`src/rtl/timer_count_ctrl_if.sv`:
```
// ---------------------------------------------------------------------------
// timer_count_ctrl_if
//   Register-side bundle between the APB register file and the timer count
//   controller. The register block drives TDR/TCR (master); the controller
//   returns the count, wrap pulses and status (slave).
//   Signals:
//     reg_TDR     CNT_W  reload value
//     reg_TCR     8      control: [7] LOAD, [5] DOWN, [4] EN, [1:0] CKS
//     cnt         CNT_W  current counter value
//     tmr_ovf     1      one-cycle pulse on up-count wrap max->0
//     tmr_udf     1      one-cycle pulse on down-count wrap 0->max
//     tmr_run     1      high while the controller is in RUN
//     ctrl_state  2      controller state (00 IDLE, 01 LOAD, 10 RUN)
// ---------------------------------------------------------------------------
interface timer_count_ctrl_if #(
  parameter int unsigned CNT_W = 8
);

  logic [CNT_W-1:0] reg_TDR;
  logic [7:0]       reg_TCR;
  logic [CNT_W-1:0] cnt;
  logic             tmr_ovf;
  logic             tmr_udf;
  logic             tmr_run;
  logic [1:0]       ctrl_state;

  modport master (
    output reg_TDR,
    output reg_TCR,
    input  cnt,
    input  tmr_ovf,
    input  tmr_udf,
    input  tmr_run,
    input  ctrl_state
  );

  modport slave (
    input  reg_TDR,
    input  reg_TCR,
    output cnt,
    output tmr_ovf,
    output tmr_udf,
    output tmr_run,
    output ctrl_state
  );

endinterface

```
`src/rtl/timer_count_ctrl.sv`:
```
// ---------------------------------------------------------------------------
// timer_count_ctrl
//   Sequencing controller for the timer counter. Decodes the TCR control
//   fields, divides PCLK by 2/4/8/16, loads the counter from TDR and counts
//   it up or down, emitting one-cycle wrap pulses for the TSR flag logic.
//   Ports:
//     PCLK     in  system clock, rising edge
//     PRESETn  in  asynchronous active-low reset
//     bus      timer_count_ctrl_if.slave (TDR/TCR in; cnt, tmr_ovf,
//              tmr_udf, tmr_run, ctrl_state out -- all registered)
// ---------------------------------------------------------------------------
module timer_count_ctrl #(
  parameter int unsigned CNT_W   = 8,
  parameter int unsigned PRESC_W = 4
) (
  input  logic                PCLK,
  input  logic                PRESETn,
  timer_count_ctrl_if.slave   bus
);

  localparam logic [CNT_W-1:0] CNT_MAX = '1;

  typedef enum logic [1:0] {
    ST_IDLE = 2'b00,
    ST_LOAD = 2'b01,
    ST_RUN  = 2'b10,
    ST_ILL  = 2'b11
  } state_e;

  state_e             state_q, state_next;
  logic [CNT_W-1:0]   cnt_q, cnt_next;
  logic [PRESC_W-1:0] presc_q, presc_next;
  logic [1:0]         cks_q;
  logic               ovf_q, ovf_next;
  logic               udf_q, udf_next;
  logic               run_q, run_next;

  logic               tcr_load;
  logic               tcr_down;
  logic               tcr_en;
  logic [1:0]         tcr_cks;
  logic [PRESC_W-1:0] div_max;
  logic               tick;
  logic               unused_tcr;

  // TCR field decode; bits [6] and [3:2] carry no function here
  assign tcr_load   = bus.reg_TCR[7];
  assign tcr_down   = bus.reg_TCR[5];
  assign tcr_en     = bus.reg_TCR[4];
  assign tcr_cks    = bus.reg_TCR[1:0];
  assign unused_tcr = ^{bus.reg_TCR[6], bus.reg_TCR[3:2]};

  // Terminal prescaler value N-1 for N = 2^(CKS+1)
  always_comb begin
    div_max = '0;
    case (tcr_cks)
      2'd0:    div_max = PRESC_W'(1);
      2'd1:    div_max = PRESC_W'(3);
      2'd2:    div_max = PRESC_W'(7);
      default: div_max = PRESC_W'(15);
    endcase
  end

  // Next-state, prescaler, counter and pulse logic
  always_comb begin
    state_next = state_q;
    cnt_next   = cnt_q;
    presc_next = presc_q;
    ovf_next   = 1'b0;
    udf_next   = 1'b0;
    tick       = 1'b0;

    case (state_q)
      ST_IDLE: begin
        presc_next = '0;
        if (tcr_en) state_next = ST_RUN;
      end

      ST_LOAD: begin
        cnt_next   = bus.reg_TDR;
        presc_next = '0;
        state_next = tcr_en ? ST_RUN : ST_IDLE;
      end

      ST_RUN: begin
        if (!tcr_en) begin
          // Pause: counter holds, re-entry restarts the divide from zero
          state_next = ST_IDLE;
          presc_next = '0;
        end else if (tcr_cks != cks_q) begin
          // Divider ratio changed: restart the divide, suppress this tick
          presc_next = '0;
        end else if (presc_q == div_max) begin
          presc_next = '0;
          tick       = 1'b1;
        end else begin
          presc_next = presc_q + PRESC_W'(1);
        end

        if (tick) begin
          if (tcr_down) begin
            if (cnt_q == '0) begin
              cnt_next = CNT_MAX;
              udf_next = 1'b1;
            end else begin
              cnt_next = cnt_q - CNT_W'(1);
            end
          end else begin
            if (cnt_q == CNT_MAX) begin
              cnt_next = '0;
              ovf_next = 1'b1;
            end else begin
              cnt_next = cnt_q + CNT_W'(1);
            end
          end
        end
      end

      default: begin
        state_next = ST_IDLE;
        presc_next = '0;
      end
    endcase

    // LOAD overrides EN and any same-cycle tick, dropping its pulse
    if (tcr_load && (state_q != ST_ILL)) begin
      state_next = ST_LOAD;
      cnt_next   = bus.reg_TDR;
      presc_next = '0;
      ovf_next   = 1'b0;
      udf_next   = 1'b0;
    end

    run_next = (state_next == ST_RUN);
  end

  // State and datapath registers
  always_ff @(posedge PCLK or negedge PRESETn) begin
    if (!PRESETn) begin
      state_q <= ST_IDLE;
      cnt_q   <= '0;
      presc_q <= '0;
      cks_q   <= 2'b00;
      ovf_q   <= 1'b0;
      udf_q   <= 1'b0;
      run_q   <= 1'b0;
    end else begin
      state_q <= state_next;
      cnt_q   <= cnt_next;
      presc_q <= presc_next;
      cks_q   <= tcr_cks;
      ovf_q   <= ovf_next;
      udf_q   <= udf_next;
      run_q   <= run_next;
    end
  end

  assign bus.cnt        = cnt_q;
  assign bus.tmr_ovf    = ovf_q;
  assign bus.tmr_udf    = udf_q;
  assign bus.tmr_run    = run_q;
  assign bus.ctrl_state = 2'(state_q);

endmodule

```
`src/flat_wrapper.sv`:
```
// flat-port wrapper written by rule: the top's interface ports become plain ports
module timer_count_ctrl_flat 
#(
  parameter int unsigned CNT_W   = 8,
  parameter int unsigned PRESC_W = 4
)
  (PCLK, PRESETn, bus_reg_TDR, bus_reg_TCR, bus_cnt, bus_tmr_ovf, bus_tmr_udf, bus_tmr_run, bus_ctrl_state);
  timer_count_ctrl_if #(.CNT_W(CNT_W)) bus_i ();
  input  logic PCLK;
  input  logic PRESETn;
  input wire logic [$bits(bus_i.reg_TDR)-1:0] bus_reg_TDR;
  input wire logic [$bits(bus_i.reg_TCR)-1:0] bus_reg_TCR;
  output wire logic [$bits(bus_i.cnt)-1:0] bus_cnt;
  output wire logic [$bits(bus_i.tmr_ovf)-1:0] bus_tmr_ovf;
  output wire logic [$bits(bus_i.tmr_udf)-1:0] bus_tmr_udf;
  output wire logic [$bits(bus_i.tmr_run)-1:0] bus_tmr_run;
  output wire logic [$bits(bus_i.ctrl_state)-1:0] bus_ctrl_state;
  assign bus_i.reg_TDR = bus_reg_TDR;
  assign bus_i.reg_TCR = bus_reg_TCR;
  assign bus_cnt = bus_i.cnt;
  assign bus_tmr_ovf = bus_i.tmr_ovf;
  assign bus_tmr_udf = bus_i.tmr_udf;
  assign bus_tmr_run = bus_i.tmr_run;
  assign bus_ctrl_state = bus_i.ctrl_state;
  timer_count_ctrl #(.CNT_W(CNT_W), .PRESC_W(PRESC_W)) u_core (.PCLK(PCLK), .PRESETn(PRESETn), .bus(bus_i));
endmodule
```
`config.mk`:
```
export PLATFORM = sky130hd
export DESIGN_NAME = timer_count_ctrl_flat
export DESIGN_NICKNAME = d
export VERILOG_FILES = /design/src/rtl/timer_count_ctrl_if.sv /design/src/rtl/timer_count_ctrl.sv /design/src/flat_wrapper.sv
export SDC_FILE = /design/constraint.sdc
export NUM_CORES = 1
export LEC_CHECK = 0
export ABC_AREA = 1
export CORE_UTILIZATION = 35
export CTS_BUF_LIST = sky130_fd_sc_hd__clkbuf_8
export DETAILED_ROUTE_END_ITERATION = 8
export PLACE_DENSITY = 0.7
export SLEW_MARGIN = 20
export SYNTH_ARGS = -nofsm -noshare
export SYNTH_HDL_FRONTEND = slang
export SYNTH_SLANG_ARGS = --single-unit
```
`constraint.sdc`:
```
create_clock -name PCLK -period 2.97 [get_ports PCLK]
set_input_delay 0.297 -clock PCLK [delete_from_list [all_inputs] [get_ports PCLK]]
set_output_delay 0.297 -clock PCLK [all_outputs]
set_load 0.005 [all_outputs]
```
==> key figures, run 1 <==
Run status
  • Status: complete, no violations

Critical path
  • Worst r2r path cells: 9
  • Critical Path Slowest Stage Cell: clkdlybuf4s50_1
  • Crit path max fanout: 10
  • Worst Setup Path Type: reg -> out
  • Critical Path AT: 1.34 ns
  • CP Launch Type: flip-flop
  • Reg-to-Reg Start: u_core.bus.ctrl_state[0]$_DFF_PN0_
  • CP required: 2.67 ns
  • CP Cell Sequence: clkdlybuf4s50_1
  • Worst stage delay on the critical path: 0.57 ns
  • Top delay family on crit path: buffers and inverters
  • CP endpoint kind: output pin
  • WP buf/inv: 1
  • FF-to-FF End: u_core.bus.cnt[2]$_DFFE_PN0P_
  • Reg2Reg Setup Slack: 1.36 ns

Place
  • Setup WS pre-CTS: 1.06 ns
  • Buffers on Ports: 27
  • DP HPWL: 2420 um
  • GPL Wtd Cong: 0.873

Clocking
  • CTS Hold Bufs: 0
  • Worst-path clk slew: ~0.07 ns
  • Clock sinks: 19
  • CTS Buf Count: 3
  • H-tree depth: 1
  • CTS tree: done
  • Post-CTS setup buffers: 0
  • Clock Latency Late Sink: 0.25 ns
  • CTS resizes: 0
  • CTS root buf: clkbuf_8
  • Clock Path Buffers: 2

Routing
  • Final ANT Viol Nets: 0
  • Drc violations: 0
  • First-pass iteration count of the detailed router: 4
  • Detailed-route vias per instance: 4.83
  • Initial DRC count: between 60 and 70
  • Wire per inst: 11.2 um
  • Vias: 1358
  • Routed WL: 3140 um

STA
  • Final min period: roughly 1.6 ns
  • Slew Viols, Final: 0
  • Final setup margin: 1.33 ns
  • RSZ-0062 raised after global routing: no
  • Least-Margin Pin Slew: approximately 0.84 ns
  • Final hold vios: 0
  • Period utilization: 55.3%
  • Final setup violation count: 0
  • Peak Freq: 609 MHz
  • Fin Setup TNS: 0 ns
  • Clock skew: 0.00503 ns
  • Rel. slew slack: 43.8%

Layout
  • Area delta synth->final: 24.3%
  • Commonest non-fill, non-tap cell in the layout: nand2_1
  • Most frequent cells in the layout: 56 x nand2_1, 27 x nand3_1, 27 x clkdlybuf4s50_1
  • Antenna diodes: 0
  • FF/Latch Area: 475 um^2
  • Layout net count: 256
  • Area of the multi-input gates: 823 um^2
  • Filler Cells Inserted: 402
  • Ratio of cells with drive above 1 in the final layout: 14.6%

Synth
  • Post-Synth Simple-Gate Area: 45.3%
  • Post-synth EDFFs: 0
  • Async SR Flop Fraction: 100%
  • Commonest register cell after synthesis: dfrtp_1
  • Synthesized area: 0.00144 mm^2
  • Synth Area in Compound Gates: between 7 and 8%
  • Post-synth cell types: 28
  • Largest family of logic cells by synthesized area: simple AND/OR/NAND/NOR gates
  • Xor-xnor portion of the synthesized cell area: 1.22%
  • Mapped Nets: 227
  • Post-Syn Instances: 205
  • #FFs+latches synth: 19
  • Mux share of post-synthesis cell area: 0%
  • Synth Area per Inst: 7.03 um^2
  • Seq/Total Area, Yosys: around 33%
  • Adder-Cell Fraction of Synth Area: around 3.5%
  • Top post-synthesis cells by area: dfrtp_1 33%, nand2_1 15%, nand3_1 9.4%, inv_1 6.5%, nand3_2 4.2%
  • Synth warn: 0
  • Post-synth top area cell: dfrtp_1
  • Yosys top cell area share: 33.0%

Pwr
  • P_leak: 0.839 nW
  • Switching share of power: 32.1%
  • Total chip power: 0.686 mW
  • Pint: 0.466 mW
  • Clock power frac: 24.7%
  • Net switching power: 0.220 mW
  • Pwr dens: 383 mW/mm^2
  • Combinational power share: about 31%
  • Sequential power share: 44.8%
  • Worst VDD drop: 0.328 mV

Global route
  • Vias in the first global route: around 1100
  • First-pass GRT wire length: 5060 um
  • GRT overflow: 0
  • All-Layer GR Usage: 15.2%
  • Antenna violations before repair: 0
  • Largest net degree at the start of global routing: 20

Floorplan
  • Starting density of the core: 37.9%
  • Num rows: 22
  • Core box area: 0.00380 mm^2
  • Die Y-Extent: around 66 um
  • Die W: 66.1 um
  • Die area: 0.00438 mm^2
  • IO Pins: 31

Hold path
  • Worst Hold End: u_core.presc_q[0]$_DFF_PN0_
  • Hold depth: 1
  • Worst min-delay path startpoint: u_core.presc_q[0]$_DFF_PN0_
  • Hold Path Class: reg -> reg

Run
  • Max-cap violations: 0
## synth_stat cells (4+ instances only)
cell type,number
o21ai_0,7
or2_2,6
o21ai_2,4
nor2_1,16
nand2_1,56
inv_2,4
nand3_2,6
nor3_1,5
nand3_1,27
inv_1,25
ha_1,4
dfrtp_1,19
## how the worst max path moves through the flow
stage | end | depth (start not counted) | from
floorplan | u_core.bus.cnt[4]$_DFFE_PN0P_ | 9 | u_core.bus.cnt[0]$_DFFE_PN0P_
global placement | u_core.bus.cnt[3]$_DFFE_PN0P_ | 8 | bus_reg_TCR[7]
detailed placement | u_core.bus.cnt[3]$_DFFE_PN0P_ | 9 | bus_reg_TCR[1]
CTS | u_core.bus.cnt[3]$_DFFE_PN0P_ | 9 | bus_reg_TCR[1]
global route | u_core.bus.cnt[3]$_DFFE_PN0P_ | 9 | bus_reg_TCR[1]
finish | bus_cnt[4] | 1 | u_core.bus.cnt[4]$_DFFE_PN0P_
## flip-flops by register name (all words and copies together), names as in the netlist
signal and cells:
u_core.cks_q 2, u_core.bus.cnt 8, u_core.bus.tmr_ovf 1, u_core.bus.ctrl_state 2, u_core.bus.tmr_udf 1, u_core.bus.tmr_run 1, u_core.presc_q 4
## logic make-up (layout without fill, tap and decap cells)
kind of cell | after synthesis | count (layout)
and+or+nand+nor | 130 | 130
buffers and inverters | 33 | 61
DFF | 19 | 19
AOI/OAI and AO/OA | 17 | 17
adders and majority gates | 4 | 4
xor gates and xnor gates | 2 | 2
## final cells by class
type,count,area share [%]
flip-flops and latches,19,26.6
multi-input cells,153,46.0
well taps,48,3.35
inverters,29,6.08
repair buffers,28,15.5
clock buffers,3,2.31
clock inverters,1,0.210
## layer usage
metal	vias up	share of wire, %	global-route usage [%]
li1	706	-	-
met1	611	50	21.8
met2	39	43	23.7
met3	2	6.4	3.28
met4	0	0.25	2.39
met5	-	0	0
## per-stage QoR
| stage | hold slack, ns | std cells | area [um^2] | util, % |
|---|---|---|---|---|
| floorplan | 0.00141 | 205 | 1440 | - |
| finish | 0.467 | 281 | 1790 | 47.1 |
| global placement | 0.464 | 277 | 1750 | 45.9 |
| CTS | 0.467 | 281 | 1790 | 47.1 |
| detailed placement | 0.458 | 277 | 1750 | 45.9 |
| global route | 0.516 | 281 | 1790 | 47.1 |
## power by group through the flow
stage | clock network [mW] | registers (mW) | logic (mW)
after detailed placement | 0 | 0.312 | 0.210
final | 0.169 | 0.308 | 0.209
after floorplan | 0 | 0.303 | 0.136
after global routing | 0.193 | 0.311 | 0.233
after CTS | 0.177 | 0.307 | 0.211
after global placement | 0 | 0.312 | 0.208
(Power assumes the default switching activity.)
==> run 2, diff against run 1 <==
PLACE_DENSITY = 0.72   (was 0.7)
clock period = 1.43 ns   (was 2.97 ns; I/O delays follow)
==> run 2 against run 1 <==
The flow now finishes with violations (negative setup slack). Via count grew 11%. Register-to-register slack lost 1.5 ns. Die area is the same. Combinational power grew to 3.2 times the previous value. Non-clock buffer count grew 31. Clock skew grew 0.0013 ns. Setup slack lost 1.4 ns. Clock-buffer cell count is the same. Sequential share of layout area shrank 4.5 points. Sequential power grew 110%. Final cell count grew 11%. Critical endpoint is now u_core.bus.cnt[6]$_DFFE_PN0P_. Largest cell class unchanged.
==> key figures, run 2 (same netlist as run 1, synthesis figures left out) <==
Layout
  • Cell Count, Final, Fillers Out: about 310
  • Filler Cells Inserted: 350
  • Antenna diodes: 0
  • Area delta synth->final: 51.9%
  • FF/Latch Area: 482 um^2
  • Post-layout util: 57.6%
  • Ratio of cells with drive above 1 in the final layout: 37.5%
  • Max reg flops: 8
  • Commonest non-fill, non-tap cell in the layout: nand2_1
  • Layout net count: 287
  • Most frequent cells in the layout: 49 x nand2_1, 26 x buf_4, 23 x clkdlybuf4s50_1
  • Area of the multi-input gates: approximately 940 um^2

Place
  • DP HPWL: 2800 um
  • Setup WS pre-CTS: -0.237 ns
  • Placed Cells incl. Taps: 301
  • Buffers on Ports: 27
  • GPL Wtd Cong: 0.909

Routing
  • First-pass iteration count of the detailed router: 5
  • Met1 Routed Length: 1830 um
  • Final ANT Viol Nets: 0
  • Detailed-route vias per instance: about 4.9
  • Routed wl met3: 212 um
  • Initial DRC count: 111
  • Routed met2 length: 1900 um
  • Wire per inst: between 10 and 15 um
  • Drc violations: 0
  • Vias: around 1500
  • Top Metal Used: met4
  • Routed WL: 3970 um

STA
  • RSZ-0062 raised after global routing: yes
  • Clock skew: 0.00636 ns
  • Peak Freq: between 600 and 700 MHz
  • Final hold vios: 0
  • Fin Setup TNS: -0.173 ns
  • Rel. slew slack: 83.1%
  • Minimum hold slack: 0.143 ns
  • Final setup violation count: 5
  • Final min period: 1.55 ns
  • Period utilization: 108%
  • Least-Margin Pin Slew: 0.253 ns
  • Final setup margin: -0.117 ns
  • Slew Viols, Final: 0

Floorplan
  • Die area: 0.00438 mm^2
  • Die W: 66.1 um
  • Core box area: ~0.0038 mm^2
  • Die Y-Extent: 66.1 um
  • Num rows: 22
  • Starting density of the core: 37.9%
  • IO Pins: 31

Clocking
  • CTS root buf: clkbuf_8
  • Clock Latency Late Sink: about 0.26 ns
  • CTS Buf Count: 3
  • CTS tree: done
  • CTS Hold Bufs: 0
  • Clock Path Buffers: 2
  • Worst-path clk slew: 0.08 ns
  • Clock sinks: 19
  • H-tree depth: 1

Critical path
  • CP Cell Sequence: ha_2 -> nand2_4 -> nor2_4 -> buf_6 -> nand2_4 -> o21ai_1 -> nand3_1 -> nand3_2 -> nand3_2 -> nand2_1
  • CP endpoint kind: flip-flop
  • CP required: 1.63 ns
  • Critical Path Slowest Stage Cell: dfrtp_1
  • CP Launch Type: flip-flop
  • Critical Path AT: 1.75 ns
  • Worst stage delay on the critical path: 0.42 ns
  • Worst Setup Path Type: reg -> reg
  • Crit path max fanout: 4
  • Reg2Reg Setup Slack: -0.12 ns

Global route
  • First-pass GRT wire length: 5980 um
  • Vias in the first global route: 1397
  • Largest net degree at the start of global routing: 20
  • All-Layer GR Usage: 17.9%
  • GRT overflow: 0
  • Antenna violations before repair: 0

Hold path
  • Hold Path Class: in -> reg

Pwr
  • Pwr dens: about 770 mW/mm^2
  • P_leak: about 1.0 nW
  • Worst VDD drop: 0.631 mV

Run status
  • Failing checks: negative setup slack
  • Status: finished, violations left

Run
  • Max-cap violations: 0
run 2: cell types whose count changed in the layout (fill, tap and decap cells not counted), sizes merged:
cell           previous run  this run
dlymetal6s2s              0         4
clkdlybuf4s50            27        23
inv                      30        29
buf                       1        32
clkinvlp                  0         1
run 2: worst max-delay path, delay by kind of cell, from the launching register on:
kind                       cells  cell delay (ns)
and+or+nand+nor                7             0.58
adders and majority gates      1             0.24
AOI/OAI and AO/OA              1             0.15
DFF                            1             0.42
buffers and inverters          1             0.11
run 2: worst paths after layout:
check,from,endpoint,cells after the start
min reg2reg,u_core.presc_q[0]$_DFF_PN0_,u_core.presc_q[0]$_DFF_PN0_,1
max reg2reg,u_core.bus.cnt[0]$_DFFE_PN0P_,u_core.bus.cnt[6]$_DFFE_PN0P_,10
min in group asynchronous,PRESETn,u_core.cks_q[1]$_DFF_PN0_,2
max in group asynchronous,PRESETn,u_core.bus.cnt[4]$_DFFE_PN0P_,2
max,u_core.bus.cnt[0]$_DFFE_PN0P_,u_core.bus.cnt[6]$_DFFE_PN0P_,10
min,bus_reg_TCR[1],u_core.cks_q[1]$_DFF_PN0_,1
run 2: metrics by stage:
stage,power [mW],instance area [um^2]
after global placement,1.18,1930
after CTS,1.61,2030
after detailed placement,1.19,1930
after floorplan,0.913,1440
final,1.69,2190
after global routing,1.79,2190
run 2: layer usage:
layer,vias up,GRT usage (%)
met5,-,0
met1,701,24.0
met4,0,3.72
met2,35,29.8
li1,774,-
met3,4,3.28
run 2: cell type report:
class | count | area share [%]
inverter | 29 | 5.09
clock buffer | 3 | 1.89
tap | 48 | 2.75
clock inverter | 1 | 0.343
multi-input combinational | 153 | 43.1
timing repair buffer | 59 | 24.8
sequential | 19 | 22.0
run 2: report_power, final:
group	total [mW]	internal (mW)	leakage, nW	switching, mW
registers	0.636	0.578	0.236	0.0574
logic	0.664	0.336	0.792	0.327
clock network	0.387	0.196	0.0217	0.190
total	1.69	1.11	1.05	0.575
run 2: repair_timing:
item / 4_1_cts / 5_1_grt
pin swaps: 1 / 13
endpoints found under the setup margin: 11 / 16
setup buffers: 4 / 3
resized for setup: 9 / 46
==> run 3, diff against run 2 <==
CORE_MARGIN = 2   (was not set)
GPL_ROUTABILITY_DRIVEN = 0   (was not set)
==> run 3 against run 2 <==
The run still ends with negative setup slack left. Clock skew grew 0.0024 ns. Via count grew 4.4%. Core utilization shrank 0.74 points. Setup slack gained 0.11 ns. Critical path type is now reg -> out. Largest cell class unchanged. Largest power group unchanged.
==> key figures, run 3 (same netlist as run 1, synthesis figures left out) <==
Run status
  • Status: finished, violations left
  • Failing checks: negative setup slack

Critical path
  • Critical Path AT: 1.30 ns
  • Cell count along the critical path: 1
  • CP Cell Sequence: clkdlybuf4s50_1
  • CP Capture Point: bus_cnt[7]
  • Crit path max fanout: 7
  • WP buf/inv: 1
  • Critical Path Slowest Stage Cell: clkdlybuf4s50_1
  • Worst Setup Path Type: reg -> out
  • CP startpoint: u_core.bus.cnt[7]$_DFFE_PN0P_
  • FF-to-FF End: u_core.bus.cnt[5]$_DFFE_PN0P_
  • CP Launch Type: flip-flop
  • Worst r2r path cells: 10
  • Worst stage delay on the critical path: 0.55 ns
  • Top delay family on crit path: buffers and inverters
  • CP endpoint kind: output pin
  • Reg2Reg Setup Slack: 0.01 ns
  • CP required: ~1.3 ns
  • Reg-to-Reg Start: u_core.bus.cnt[0]$_DFFE_PN0P_

Floorplan
  • Num rows: 23
  • Starting density of the core: a little over a third
  • Die area: 0.00464 mm^2
  • Core box area: 0.00397 mm^2
  • Die Y-Extent: 68.1 um
  • IO Pins: 31
  • Die W: 68.1 um

STA
  • Final hold vios: 0
  • Final setup margin: -0.0117 ns
  • Peak Freq: 694 MHz
  • Rel. slew slack: 81.1%
  • Final min period: 1.44 ns
  • Final setup violation count: 1
  • Minimum hold slack: around 0.14 ns
  • Period utilization: 101%
  • Slew Viols, Final: 0
  • Least-Margin Pin Slew: 0.282 ns
  • RSZ-0062 raised after global routing: yes
  • Clock skew: 0.00874 ns

Layout
  • Commonest non-fill, non-tap cell in the layout: nand2_1
  • Post-layout util: 56.8%
  • Antenna diodes: 0
  • Area delta synth->final: 56.7%
  • Max reg flops: 8
  • Filler Cells Inserted: 353
  • Most frequent cells in the layout: 48 x nand2_1, 26 x buf_4, 24 x nand3_1
  • Layout net count: 290
  • Cell Count, Final, Fillers Out: 317
  • Ratio of cells with drive above 1 in the final layout: about two fifths

Routing
  • First-pass iteration count of the detailed router: 5
  • Wire per inst: approximately 13 um
  • Drc violations: 0
  • Final ANT Viol Nets: 0
  • Initial DRC count: 112
  • Detailed-route vias per instance: 4.98
  • Vias: 1580
  • Routed WL: about 4100 um

Global route
  • Antenna violations before repair: 0
  • Vias in the first global route: between 1000 and 1500
  • First-pass GRT wire length: 6320 um
  • Largest net degree at the start of global routing: 20
  • All-Layer GR Usage: 18.2%
  • GRT overflow: 0

Pwr
  • Worst VDD drop: 0.563 mV
  • P_leak: 1.07 nW
  • Pwr dens: 766 mW/mm^2

Clocking
  • Worst-path clk slew: approximately 0.080 ns
  • Clock Latency Late Sink: roughly 0.26 ns
  • CTS root buf: clkbuf_8
  • CTS Buf Count: 3
  • Clock sinks: 19
  • CTS tree: done
  • H-tree depth: 1
  • Clock Path Buffers: 2

Run
  • Max-cap violations: 0

Place
  • Buffers on Ports: 27
  • Placed Cells incl. Taps: 302
  • DP HPWL: 2860 um

Hold path
  • Hold Path Class: in -> reg
[run 3: stage by stage]
stage               power, mW  setup TNS, ns  setup slack, ns  cell area [um^2]
CTS                      1.60              0          0.00133              2050
detailed placement       1.19          -2.40           -0.251              1920
finish                   1.73        -0.0117          -0.0117              2260
floorplan               0.913              0           0.0581              1440
global placement         1.18          -1.96           -0.210              1920
global route             1.84         -0.315          -0.0634              2260
[run 3: cell type report]
cell class                 count  area [um^2]  area share, %
clock buffer                   3         41.3           1.83
clock inverter                 1         7.51          0.333
inverter                      29          114           5.04
multi-input combinational    153          982           43.5
sequential                    19          483           21.4
tap                           50         62.6           2.77
timing repair buffer          62          567           25.1
[run 3: worst min path at each step]
stage                                                to  slack, ns                         from  cells past startpoint
after floorplan           u_core.bus.cnt[0]$_DFFE_PN0P_      -0.15                      PRESETn                      0
after CTS                  u_core.bus.tmr_run$_DFF_PN0_       0.23                      PRESETn                      2
after global placement      u_core.presc_q[0]$_DFF_PN0_       0.48  u_core.presc_q[0]$_DFF_PN0_                      1
after detailed placement    u_core.presc_q[0]$_DFF_PN0_       0.48  u_core.presc_q[0]$_DFF_PN0_                      1
final                         u_core.cks_q[0]$_DFF_PN0_       0.14               bus_reg_TCR[0]                      1
after global routing          u_core.cks_q[0]$_DFF_PN0_       0.13               bus_reg_TCR[0]                      1
[run 3: report_power, final]
part | switching [mW] | internal (mW) | total [mW] | leakage (nW)
Clock | 0.177 | 0.196 | 0.374 | 0.0217
Combinational | 0.352 | 0.362 | 0.714 | 0.814
Sequential | 0.0615 | 0.579 | 0.641 | 0.235
Total | 0.591 | 1.14 | 1.73 | 1.07
[run 3: metal layers]
| metal | share of wire [%] | track usage, % | up-vias |
|---|---|---|---|
| met2 | 50 | 31.1 | 62 |
| li1 | - | - | 784 |
| met3 | 4.9 | 2.96 | 10 |
| met5 | 0 | 0 | - |
| met1 | 44 | 23.1 | 724 |
| met4 | 1.8 | 6.25 | 0 |
[run 3: repair_timing]
item | CTS | global route
setup endpoints to repair | 10 | 15
buffers inserted | 4 | 6
cloned | 0 | 1
hold buffers | 0 | 0
resized for setup | 23 | 49
pin swaps | 6 | 21
